`config.mk`:
```
export PLATFORM = sky130hd
export DESIGN_NAME = booth_signed_divider
export DESIGN_NICKNAME = d
export VERILOG_FILES = /design/src/rtl/booth_div_pkg.sv /design/src/rtl/booth_div_absconv.sv /design/src/rtl/booth_signed_divider.sv
export SDC_FILE = /design/constraint.sdc
export NUM_CORES = 1
export LEC_CHECK = 0
export CORE_MARGIN = 3
export CORE_UTILIZATION = 50
export CTS_BUF_LIST = sky130_fd_sc_hd__clkbuf_16
export DETAILED_ROUTE_END_ITERATION = 10
export GPL_ROUTABILITY_DRIVEN = 0
export GPL_TIMING_DRIVEN = 1
export HOLD_SLACK_MARGIN = 0.05
export PLACE_DENSITY_LB_ADDON = 0.05
export SYNTH_ARGS = -nofsm -noshare
export SYNTH_HDL_FRONTEND = slang
export SYNTH_HIERARCHICAL = 1
export SYNTH_SLANG_ARGS = --single-unit
```
`constraint.sdc`:
```
create_clock -name clk -period 2.1 [get_ports clk]
set_input_delay 0.42 -clock clk [delete_from_list [all_inputs] [get_ports clk]]
set_output_delay 0.42 -clock clk [all_outputs]
set_load 0.02 [all_outputs]
```
`src/rtl/booth_div_pkg.sv`:
```
`default_nettype none
// +----------------------------------------------------------------------+
// | booth_div_pkg                                                          |
// | Shared constants for the sequential signed divider.                    |
// | Revision: 1.0                                                          |
// +----------------------------------------------------------------------+
package booth_div_pkg;

  localparam int DEFAULT_WIDTH = 8;

  localparam logic [1:0] S_IDLE = 2'd0;
  localparam logic [1:0] S_CALC = 2'd1;
  localparam logic [1:0] S_FIX  = 2'd2;
  localparam logic [1:0] S_ZERO = 2'd3;

  // Ceiling log2, used to size the iteration counter as clog2(WIDTH+1).
  function automatic int clog2(input int value);
    int result;
    result = 0;
    while ((1 << result) < value) begin
      result = result + 1;
    end
    return result;
  endfunction

endpackage
`default_nettype wire

```
`src/rtl/booth_div_absconv.sv`:
```
`default_nettype none
// +----------------------------------------------------------------------+
// | booth_div_absconv                                                      |
// | Sign extraction and optional two's-complement negation, WIDTH in,      |
// | WIDTH+1 out. Used for operand magnitudes and for the final sign fix.   |
// | Revision: 1.0                                                          |
// +----------------------------------------------------------------------+
module booth_div_absconv
  import booth_div_pkg::*;
#(
  parameter int WIDTH = DEFAULT_WIDTH
) (
  input  logic [WIDTH-1:0] value,
  input  logic             negate,
  output logic             sign,
  output logic [WIDTH:0]   magnitude
);

  localparam logic [WIDTH:0] ONE = {{WIDTH{1'b0}}, 1'b1};

  logic [WIDTH:0] value_ext;

  assign sign      = value[WIDTH-1];
  assign value_ext = {value[WIDTH-1], value};
  assign magnitude = negate ? (~value_ext + ONE) : value_ext;

endmodule
`default_nettype wire

```
`src/rtl/booth_signed_divider.sv`:
```
`default_nettype none
// +----------------------------------------------------------------------+
// | booth_signed_divider                                                   |
// | Radix-2 restoring signed divider, one quotient bit per clock, with a   |
// | start/busy/done handshake. Optional macro BOOTH_DIV_APPROX_EN skips    |
// | the low APPROX_BITS quotient bits and zeroes the remainder.            |
// | Revision: 1.0                                                          |
// +----------------------------------------------------------------------+
module booth_signed_divider
  import booth_div_pkg::*;
#(
  parameter int WIDTH       = DEFAULT_WIDTH,
  parameter int APPROX_BITS = 2
) (
  input  logic             clk,
  input  logic             rst,
  input  logic             start,
  input  logic [WIDTH-1:0] dividend,
  input  logic [WIDTH-1:0] divisor,
  output logic             busy,
  output logic             done,
  output logic [WIDTH-1:0] quotient,
  output logic [WIDTH-1:0] remainder,
  output logic             div_by_zero,
  output logic             overflow
);

`ifdef BOOTH_DIV_APPROX_EN
  localparam int SKIP = APPROX_BITS;
`else
  // Exact build: APPROX_BITS has no effect.
  localparam int SKIP = APPROX_BITS * 0;
`endif

  localparam int               ITER    = WIDTH - SKIP;
  localparam int               CNT_W   = clog2(WIDTH + 1);
  localparam logic [CNT_W-1:0] LAST    = CNT_W'(ITER - 1);
  localparam logic [CNT_W-1:0] CNT_ONE = CNT_W'(1);
  localparam logic [WIDTH-1:0] MIN_VAL = {1'b1, {(WIDTH-1){1'b0}}};

  logic [1:0]       state_q,     state_d;
  logic [CNT_W-1:0] cnt_q,       cnt_d;
  logic [WIDTH-1:0] dvd_q,       dvd_d;
  logic [WIDTH:0]   dsr_q,       dsr_d;
  logic [WIDTH-1:0] rem_q,       rem_d;
  logic [WIDTH-1:0] quo_q,       quo_d;
  logic             dvd_neg_q,   dvd_neg_d;
  logic             dsr_neg_q,   dsr_neg_d;
  logic             ovf_q,       ovf_d;
  logic [WIDTH-1:0] quotient_q,  quotient_d;
  logic [WIDTH-1:0] remainder_q, remainder_d;
  logic             done_q,      done_d;
  logic             dbz_q,       dbz_d;
  logic             overflow_q,  overflow_d;

  logic [WIDTH:0]   dvd_abs, dsr_abs, quo_fix, rem_fix;
  logic             dvd_sign, dsr_sign, quo_sign, rem_sign;
  logic [WIDTH-1:0] quo_mag, rem_src;
  logic [WIDTH:0]   shifted;
  logic [WIDTH+1:0] diff;
  logic             ge;
  logic             unused_bits;

  booth_div_absconv #(.WIDTH(WIDTH)) u_abs_dvd (
    .value(dividend), .negate(dividend[WIDTH-1]), .sign(dvd_sign), .magnitude(dvd_abs)
  );
  booth_div_absconv #(.WIDTH(WIDTH)) u_abs_dsr (
    .value(divisor), .negate(divisor[WIDTH-1]), .sign(dsr_sign), .magnitude(dsr_abs)
  );
  booth_div_absconv #(.WIDTH(WIDTH)) u_fix_quo (
    .value(quo_mag), .negate(dvd_neg_q ^ dsr_neg_q), .sign(quo_sign), .magnitude(quo_fix)
  );
  booth_div_absconv #(.WIDTH(WIDTH)) u_fix_rem (
    .value(rem_src), .negate(dvd_neg_q), .sign(rem_sign), .magnitude(rem_fix)
  );

  assign quo_mag = quo_q << SKIP;
  // The divide-by-zero path returns the dividend by re-signing its captured magnitude.
  assign rem_src = (state_q == S_ZERO) ? dvd_q : rem_q;
  assign shifted = {rem_q, dvd_q[WIDTH-1]};
  assign diff    = {1'b0, shifted} - {1'b0, dsr_q};
  // A kept difference is always below the divisor magnitude, so both top bits are clear.
  assign ge      = (diff[WIDTH+1:WIDTH] == 2'b00);

  assign unused_bits = &{1'b0, dvd_abs[WIDTH], quo_fix[WIDTH], rem_fix[WIDTH], quo_sign, rem_sign};

  always_comb begin
    state_d     = state_q;
    cnt_d       = cnt_q;
    dvd_d       = dvd_q;
    dsr_d       = dsr_q;
    rem_d       = rem_q;
    quo_d       = quo_q;
    dvd_neg_d   = dvd_neg_q;
    dsr_neg_d   = dsr_neg_q;
    ovf_d       = ovf_q;
    quotient_d  = quotient_q;
    remainder_d = remainder_q;
    done_d      = 1'b0;
    dbz_d       = dbz_q;
    overflow_d  = overflow_q;

    case (state_q)
      S_IDLE: begin
        if (start) begin
          dvd_d     = dvd_abs[WIDTH-1:0];
          dsr_d     = dsr_abs;
          dvd_neg_d = dvd_sign;
          dsr_neg_d = dsr_sign;
          ovf_d     = (dividend == MIN_VAL) && (divisor == {WIDTH{1'b1}});
          rem_d     = '0;
          quo_d     = '0;
          cnt_d     = '0;
          state_d   = (divisor == '0) ? S_ZERO : S_CALC;
        end
      end
      S_CALC: begin
        dvd_d = dvd_q << 1;
        quo_d = {quo_q[WIDTH-2:0], ge};
        rem_d = ge ? diff[WIDTH-1:0] : shifted[WIDTH-1:0];
        cnt_d = cnt_q + CNT_ONE;
        if (cnt_q == LAST) begin
          state_d = S_FIX;
        end
      end
      S_FIX: begin
        quotient_d  = quo_fix[WIDTH-1:0];
`ifdef BOOTH_DIV_APPROX_EN
        remainder_d = '0;
`else
        remainder_d = rem_fix[WIDTH-1:0];
`endif
        dbz_d       = 1'b0;
        overflow_d  = ovf_q;
        done_d      = 1'b1;
        state_d     = S_IDLE;
      end
      S_ZERO: begin
        quotient_d  = {WIDTH{1'b1}};
        remainder_d = rem_fix[WIDTH-1:0];
        dbz_d       = 1'b1;
        overflow_d  = 1'b0;
        done_d      = 1'b1;
        state_d     = S_IDLE;
      end
      default: state_d = S_IDLE;
    endcase
  end

  always_ff @(posedge clk) begin
    if (rst) begin
      state_q     <= S_IDLE;
      cnt_q       <= '0;
      dvd_q       <= '0;
      dsr_q       <= '0;
      rem_q       <= '0;
      quo_q       <= '0;
      dvd_neg_q   <= 1'b0;
      dsr_neg_q   <= 1'b0;
      ovf_q       <= 1'b0;
      quotient_q  <= '0;
      remainder_q <= '0;
      done_q      <= 1'b0;
      dbz_q       <= 1'b0;
      overflow_q  <= 1'b0;
    end else begin
      state_q     <= state_d;
      cnt_q       <= cnt_d;
      dvd_q       <= dvd_d;
      dsr_q       <= dsr_d;
      rem_q       <= rem_d;
      quo_q       <= quo_d;
      dvd_neg_q   <= dvd_neg_d;
      dsr_neg_q   <= dsr_neg_d;
      ovf_q       <= ovf_d;
      quotient_q  <= quotient_d;
      remainder_q <= remainder_d;
      done_q      <= done_d;
      dbz_q       <= dbz_d;
      overflow_q  <= overflow_d;
    end
  end

  assign busy        = (state_q != S_IDLE);
  assign done        = done_q;
  assign quotient    = quotient_q;
  assign remainder   = remainder_q;
  assign div_by_zero = dbz_q;
  assign overflow    = overflow_q;

endmodule
`default_nettype wire

```
==> impl_metrics.yaml, run 1 <==
route:
  avgRoutedWirePerCell_um: 14.1
  avgViaCountPerCell: 5.40
  routed_wirelength_mm: 8.04
  drt_first_iter_violations: 123
  ant_nets: 0
  post-route-drc-count: 0
  num_vias: 3091
  dr.pass1.iters: 4
cts:
  clk_pin_slew_ns: 0.05
  postCtsHoldBufs: 0
  cts_tree: "yes"
  htreeDepth: 3
  clk_latency_ns: 0.32
  cts_buffers: 9
  cts.path.max_buffers: 2
  clock_sinks: 61
  clockRootBuffer: "clkbuf_16"
placed_design:
  postPlaceCellArea_um2: 4250
  portBuffers: 38
  place_hpwl_mm: 5.99
grt:
  grt_max_degree: 50
  grt_overflow: 0
  grt_pass1_vias: 2908
  track_usage_pct: 21.7
  grt_first_pass_wirelength_mm: 13.5
  antenna_found_initial: 0
pwr:
  p_seq_share_pct: 35.6
  leakage_nw: 1.80
  p_comb_share_pct: 19.6
  clkPwrFrac_pct: 44.8
  p_switching_mw: 0.888
  intPower_mw: 2.58
  swShare_pct: 25.6
  power.density_nw_per_um2: 748
  peakVddDrop_mv: 0.519
timing:
  tightestPinTransition_ns: 0.612
  fmax_mhz: 459
  timing.hold.ws_ns: 0.362
  slew_headroom_pct: 59.0
  tns_ns: -0.431
  finalHoldViolations: 0
  finalSetupViolations: 7
  period_minus_slack_ns: 2.18
  rsz0062_at_grt: "true"
  finClkSkew_ns: 0.00509
  slew_violations: 0
  worst_slack_ns: -0.0790
  period_share_pct: 104
layout:
  area_delta_synth_final_pct: 33.2
  drive_above_1_share_pct: 21.2
  n_antenna_cell: 0
  layout.nets: 524
  stdcell_area_um2: 4630
worst_setup_path:
  end_kind: "flip-flop"
  crit_arrival_ns: 2.38
  critPathKind: "reg2reg"
  worst_setup_path_start_kind: "flip-flop"
  crit_required_ns: 2.31
  path_max_fanout: 11
run_status:
  violations: "setup timing"
  status: "complete, but fails checks"
floorplan:
  initial_core_util_pct: 53.3
  io_pins: 39
  rows: 29
  die_x_um: 89.4
  dieHeight_um: 89.4
  dieArea_um2: 8000
  coreArea_um2: 6530
synthesis:
  netlist_area_um2: 3480
  syn_inst: 416
  synthesis.nets: 450
  yosys_warnings: 6
  avgSynthCellArea_um2: 8.36
flow_run:
  maxCapViolCount: 0
worst_hold_path:
  hold_path_class: "in2reg"
## layout make-up
class	instances	area, µm²
multi-input cells	306	2130
fillers	556	1900
inverters	22	82.6
clock inverters	7	90.1
flip-flops and latches	61	1220
well taps	77	96.3
repair buffers	90	785
clock buffers	9	225
## per-layer routing
layer	up-vias	global-route usage [%]	wire, µm
met5	-	0	0
li1	1607	-	-
met1	1424	29.7	4050
met2	50	34.4	3620
met3	10	4.52	256
met4	0	6.36	115
## through the flow
step           total power, mW  instances  util, %  worst slack, ns
6_report                  3.47        572     71.0          -0.0790
5_1_grt                   3.62        572     71.0           -0.223
4_1_cts                   3.49        571     70.6          -0.0862
3_5_place_dp              1.92        555     65.0           -0.140
3_3_place_gp              1.90        555     65.0           -0.106
2_1_floorplan             1.68        416        -          -0.0635
## what timing repair did
| item | 4_1_cts | 5_1_grt |
|---|---|---|
| gates resized for setup | 10 | 4 |
| endpoints found under the hold margin | 0 | 0 |
| setup buffers | 0 | 1 |
| gates cloned | 0 | 0 |
| endpoints found under the setup margin | 8 | 12 |
| pin swaps | 2 | 0 |
## critical path: stages, from the launching register on
cell and delay (ns):
dfxtp_1 0.30, inv_2 0.06, ha_4 0.13, fa_2 0.19, nand2b_4 0.13, a211oi_2 0.07, or4b_1 0.54, a22oi_2 0.22
buf_12 0.17, mux2i_1 0.18, o21ai_1 0.07
## cell usage in the layout (no fill, tap or decap), drive strengths merged, types with 2 or more instances in the layout
master         count
a22oi             10
xnor2             27
nor3               5
o21ai             24
inv               22
xor2               2
nand3b             3
dfxtp             61
o31ai              4
buf               53
a21oi             19
nand2b            16
o211ai             2
a22o               2
o21a               3
bufinv             2
nor4               3
ha                14
clkdlybuf4s50     36
mux2               7
a211oi            10
nor2              44
o41ai              4
or3                6
nand2             49
or4                4
clkinv             4
nand4              6
nand3              2
clkbuf             9
mux2i             21
nor2b              2
o22ai              9
## power groups by stage
stage	logic, mW	clock network (mW)	registers (mW)
after floorplan	0.431	0	1.25
after global placement	0.647	0	1.26
after detailed placement	0.658	0	1.26
after CTS	0.673	1.58	1.23
after global routing	0.753	1.63	1.24
final	0.681	1.55	1.24
## final timing paths
path | startpoint | to | slack (ns) | depth (start not counted)
min reg2reg | dsr_q[4] | dsr_q[4] | 0.45 | 2
min | rst | dvd_q[4] | 0.36 | 2
max reg2reg | dvd_q[7] | rem_q[2] | -0.08 | 10
max | dvd_q[7] | rem_q[2] | -0.08 | 10
## sequential cells by signal, summed over array words and instances (netlist names)
| signal | count |
|---|---|
| dsr_q | 9 |
| dvd_q | 8 |
| quo_mag | 8 |
| quotient | 8 |
| rem_q | 8 |
| remainder | 8 |
| cnt_q | 4 |
| state_q | 2 |
| div_by_zero | 1 |
| done | 1 |
| dsr_neg_q | 1 |
| dvd_neg_q | 1 |
| overflow | 1 |
| ovf_q | 1 |
No activity file was read; power rests on OpenSTA's default activity.
==> inputs of run 2 (changes only) <==
--- a/config.mk
+++ b/config.mk
@@ -6,7 +6,7 @@
 export NUM_CORES = 1
 export LEC_CHECK = 0
 export CORE_MARGIN = 3
-export CORE_UTILIZATION = 50
+export CORE_UTILIZATION = 40
 export CTS_BUF_LIST = sky130_fd_sc_hd__clkbuf_16
 export DETAILED_ROUTE_END_ITERATION = 10
 export GPL_ROUTABILITY_DRIVEN = 0
==> run 2 against run 1 <==
The flow still finishes with violations (setup timing). Largest power group unchanged. Combinational power shrank 2%. Die area grew 23%. Via count shrank 0.49%. Critical path depth is the same. Sequential power is essentially flat. Flip-flop and latch count is the same. Register-to-register slack lost 0.07 ns. Clock power shrank 5%. Non-clock buffer count shrank 6. Core utilization shrank 16 points.
==> impl_metrics.yaml, run 2 (same netlist as run 1, synthesis figures left out) <==
run_status:
  status: "complete, but fails checks"
  violations: "setup timing"
route:
  wl_met3_um: 273
  num_vias: 3076
  post-route-drc-count: 0
  drt_first_iter_violations: 105
  wl_met2_mm: 3.73
  highest_layer: "met4"
  ant_nets: 0
  dr.pass1.iters: 4
  avgRoutedWirePerCell_um: 14.0
  routedLengthMet1_mm: 4.22
  routed_wirelength_mm: 8.34
  avgViaCountPerCell: 5.18
grt:
  antenna_found_initial: 0
  grt_first_pass_wirelength_mm: 13.9
  track_usage_pct: 17.4
  grt_pass1_vias: 2911
  grt_max_degree: 53
  grt_overflow: 0
pwr:
  clkPwrFrac_pct: 43.5
  p_switching_mw: 0.910
  swShare_pct: 27.0
  p_comb_share_pct: 19.9
  leakage_nw: 1.75
  power.density_nw_per_um2: 738
  peakVddDrop_mv: 0.537
  intPower_mw: 2.46
  p_seq_share_pct: 36.7
floorplan:
  initial_core_util_pct: 41.7
  io_pins: 39
  coreArea_um2: 8340
  dieHeight_um: 99.3
  rows: 33
  die_x_um: 99.3
  dieArea_um2: 9850
layout:
  largest_reg_flops: 9
  stdcell_area_um2: 4570
  final_common_cell: "dfxtp_1"
  top_register: "dsr_q"
  layout.nets: 518
  mostFrequentLayoutCells: "60 x dfxtp_1, 48 x nand2_1, 44 x buf_4"
  drive_above_1_share_pct: 19.8
  n_antenna_cell: 0
  area_delta_synth_final_pct: 31.3
  layout.cells.non_filler: 594
worst_setup_path:
  worst_setup_path_start_kind: "flip-flop"
  crit_arrival_ns: 2.52
  critPathKind: "reg2reg"
  crit_required_ns: 2.37
  end_kind: "flip-flop"
  path_max_fanout: 10
placed_design:
  portBuffers: 38
  dp.cells: 577
  postPlaceCellArea_um2: 4240
  pre_cts_ws_ns: -0.172
  place_hpwl_mm: 6.44
timing:
  worst_slack_ns: -0.151
  slew_violations: 0
  period_minus_slack_ns: 2.25
  finClkSkew_ns: 0.00826
  tightestPinTransition_ns: 0.610
  rsz0062_at_grt: "true"
  finalSetupViolations: 8
  slew_headroom_pct: 59.2
  period_share_pct: 107
  tns_ns: -0.909
  finalHoldViolations: 0
  fmax_mhz: 444
cts:
  cts.path.max_buffers: 2
  cts_tree: "yes"
  clock_sinks: 61
  cts_buffers: 9
  clockRootBuffer: "clkbuf_16"
  clk_latency_ns: 0.33
  htreeDepth: 3
  clk_pin_slew_ns: 0.05
worst_hold_path:
  hold_path_class: "reg2reg"
flow_run:
  maxCapViolCount: 0
run 2: cell types whose count changed in the layout (fill, tap and decap cells not counted), sizes merged:
cell,before,now
buf,53,47
bufinv,2,1
inv,22,23
run 2: power by group through the flow:
stage / Combinational, mW / Sequential [mW] / Clock, mW
floorplan: 0.431 / 1.25 / 0
global placement: 0.643 / 1.26 / 0
detailed placement: 0.651 / 1.26 / 0
CTS: 0.655 / 1.23 / 1.50
global route: 0.745 / 1.24 / 1.56
finish: 0.669 / 1.24 / 1.47
run 2: metrics by stage:
step                      power [mW]  utilization (%)  hold WS, ns
after floorplan                 1.68                -        0.436
after global placement          1.90             50.8        0.445
after detailed placement        1.91             50.8        0.454
after CTS                       3.39             54.5        0.462
after global routing            3.54             54.8        0.489
final                           3.37             54.8        0.458
run 2: routing by layer:
layer / up-vias / GRT usage, %
met2: 41 / 27.0
li1: 1588 / -
met5: - / 0
met1: 1437 / 23.9
met4: 0 / 5.46
met3: 10 / 4.14
run 2: worst paths after layout:
path	startpoint	endpoint	slack (ns)	depth (start not counted)
setup / recovery	dvd_q[7]	rem_q[0]	-0.15	10
hold / removal	dsr_q[3]	dsr_q[3]	0.46	2
setup reg to reg	dvd_q[7]	rem_q[0]	-0.15	10
hold reg to reg	dsr_q[3]	dsr_q[3]	0.46	2
run 2: final cells by class:
| type | instances | area [µm²] |
|---|---|---|
| tap | 105 | 131 |
| clock buffer | 9 | 225 |
| clock inverter | 7 | 73.8 |
| timing repair buffer | 84 | 739 |
| multi-input combinational | 306 | 2090 |
| sequential | 61 | 1220 |
| inverter | 22 | 82.6 |
| fill | 776 | 3770 |
run 2: what timing repair did:
item | in CTS | in global routing
setup buffers | 0 | 1
pin swaps | 1 | 2
gates resized for setup | 7 | 3
setup endpoints to repair | 8 | 9
hold buffers | 0 | 0
run 2: critical path, stage by stage (launching register included):
cell	delay (ns)
dfxtp_1	0.30
inv_2	0.07
ha_4	0.13
fa_2	0.20
nand2b_4	0.14
a211oi_2	0.07
or4b_1	0.53
a22oi_2	0.24
buf_12	0.16
mux2i_2	0.20
a22o_1	0.14
==> inputs of run 3 (changes only) <==
--- a/config.mk
+++ b/config.mk
@@ -6,9 +6,10 @@
 export NUM_CORES = 1
 export LEC_CHECK = 0
 export CORE_MARGIN = 3
-export CORE_UTILIZATION = 40
+export CORE_UTILIZATION = 35
 export CTS_BUF_LIST = sky130_fd_sc_hd__clkbuf_16
 export DETAILED_ROUTE_END_ITERATION = 10
+export DONT_BUFFER_PORTS = 1
 export GPL_ROUTABILITY_DRIVEN = 0
 export GPL_TIMING_DRIVEN = 1
 export HOLD_SLACK_MARGIN = 0.05
==> run 3 against run 2 <==
The run still ends with setup timing left. Register-to-register slack improved by 0.09 ns. Total power fell by 4.5%. Flip-flop and latch count did not move. Combinational power fell by 12%. Hold slack got worse by 0.29 ns. Critical path depth fell by 1. Wire length rose by 2.0%. Clock-buffer cell count did not move. Sequential power barely moved. Final cell count fell by 3.9%. Core utilization fell by 11 points. Non-clock buffer count fell by 46. Critical endpoint is now rem_q[1]. Largest cell class unchanged. Largest power group unchanged.
==> impl_metrics.yaml, run 3 (same netlist as run 1, synthesis figures left out) <==
layout:
  regArea_um2: 1220
  mostFrequentLayoutCells: "60 x dfxtp_1, 47 x nand2_1, 41 x nor2_1"
  final_common_cell: "dfxtp_1"
  fillers: 1001
  layout.cells.non_filler: 571
  multi_input_area_um2: 2140
  largest_reg_flops: 9
  area_delta_synth_final_pct: 20.2
  n_antenna_cell: 0
  drive_above_1_share_pct: 20.4
  final_util_pct: 44.2
  top_register: "dsr_q"
  stdcell_area_um2: 4180
  layout.nets: 472
floorplan:
  dieHeight_um: 106
  rows: 35
  initial_core_util_pct: 36.8
  io_pins: 39
  dieArea_um2: 11200
  coreArea_um2: 9460
  die_x_um: 106
grt:
  grt_first_pass_wirelength_mm: 14.5
  grt_max_degree: 56
  grt_pass1_vias: 2907
  track_usage_pct: 16.2
  antenna_found_initial: 0
  grt_overflow: 0
route:
  dr.pass1.iters: 5
  avgRoutedWirePerCell_um: 14.9
  routedLengthMet1_mm: 4.39
  highest_layer: "met4"
  drt_first_iter_violations: 91
  ant_nets: 0
  routed_wirelength_mm: 8.51
  post-route-drc-count: 0
  num_vias: 2856
  wl_met3_um: 300
  wl_met2_mm: 3.72
  avgViaCountPerCell: 5.00
timing:
  worst_slack_ns: -0.0608
  rsz0062_at_grt: "true"
  finClkSkew_ns: 0.00628
  timing.hold.ws_ns: 0.169
  tns_ns: -0.295
  finalHoldViolations: 0
  period_minus_slack_ns: 2.16
  finalSetupViolations: 7
  tightestPinTransition_ns: 0.618
  period_share_pct: 103
  slew_headroom_pct: 58.7
  slew_violations: 0
  fmax_mhz: 463
worst_setup_path:
  path_buf_inv: 2
  r2r-start: "dsr_q[7]"
  critPathTopFamily: "compound AO/OA/AOI/OAI gates"
  critPathKind: "reg2reg"
  cp-endpoint: "rem_q[1]"
  path_max_fanout: 5
  end_kind: "flip-flop"
  worst_setup_path_start_kind: "flip-flop"
  ff2ff_path_depth: 9
  reg2reg_to: "rem_q[1]"
  cp-startpoint: "dsr_q[7]"
  ff2ff_setup_slack_ns: -0.06
  crit_cells: 9
  crit_chain: "inv_1, ha_4, a21oi_1, o21ai_2, or4b_1, a22oi_2, buf_6, mux2i_1, a22o_1"
  cpMaxStageDelayCell: "or4b_1"
  crit_arrival_ns: 2.42
  crit_path_max_incr_delay_ns: 0.48
  crit_required_ns: 2.36
placed_design:
  postPlaceCellArea_um2: 3810
  place_hpwl_mm: 6.33
  portBuffers: 0
  dp.cells: 554
cts:
  cts_buffers: 9
  htreeDepth: 3
  clockRootBuffer: "clkbuf_16"
  clk_pin_slew_ns: 0.05
  cts.path.max_buffers: 2
  clock_sinks: 61
  cts_tree: "yes"
  clk_latency_ns: 0.32
worst_hold_path:
  hold_path_class: "in2reg"
run_status:
  violations: "setup timing"
  status: "complete, but fails checks"
pwr:
  power.density_nw_per_um2: 769
  leakage_nw: 1.57
  peakVddDrop_mv: 0.396
flow_run:
  maxCapViolCount: 0
==> run 3: power by group <==
part | internal (mW) | switching, mW
combinational | 0.303 | 0.286
clock | 0.897 | 0.492
sequential | 1.20 | 0.0383
total | 2.40 | 0.816
==> run 3: what timing repair did <==
item | 4_1_cts | 5_1_grt
buffers inserted | 2 | 0
hold buffers | 0 | 0
gates resized for setup | 10 | 5
pin swaps | 6 | 1
setup endpoints to repair | 9 | 12
==> run 3: per-stage QoR <==
step / setup slack [ns] / power, mW
global placement: -0.116 / 1.81
detailed placement: -0.193 / 1.81
finish: -0.0608 / 3.22
global route: -0.202 / 3.38
floorplan: -0.0635 / 1.68
CTS: -0.0678 / 3.26
==> run 3: cell type report <==
cell class                      count  share of cell area [%]
Multi-Input combinational cell    306                    51.3
Sequential cell                    61                    29.2
Timing Repair Buffer               38                    7.00
Clock buffer                        9                    5.38
Tap cell                          129                    3.86
Inverter                           22                    1.97
Clock inverter                      6                    1.32
==> run 3: worst min-delay path by stage <==
stage / cells after the start / start / end
after floorplan: 2 / dsr_q[2] / dsr_q[2]
after global placement: 2 / dsr_q[5] / dsr_q[5]
after detailed placement: 2 / dsr_q[3] / dsr_q[3]
after CTS: 1 / rst / done
after global routing: 1 / rst / remainder[3]
final: 1 / rst / quotient[1]
==> run 3: layer usage <==
| metal | vias to the layer above | global-route usage (%) |
|---|---|---|
| li1 | 1497 | - |
| met1 | 1312 | 22.1 |
| met2 | 41 | 24.9 |
| met3 | 6 | 4.16 |
| met4 | 0 | 5.27 |
| met5 | - | 0 |
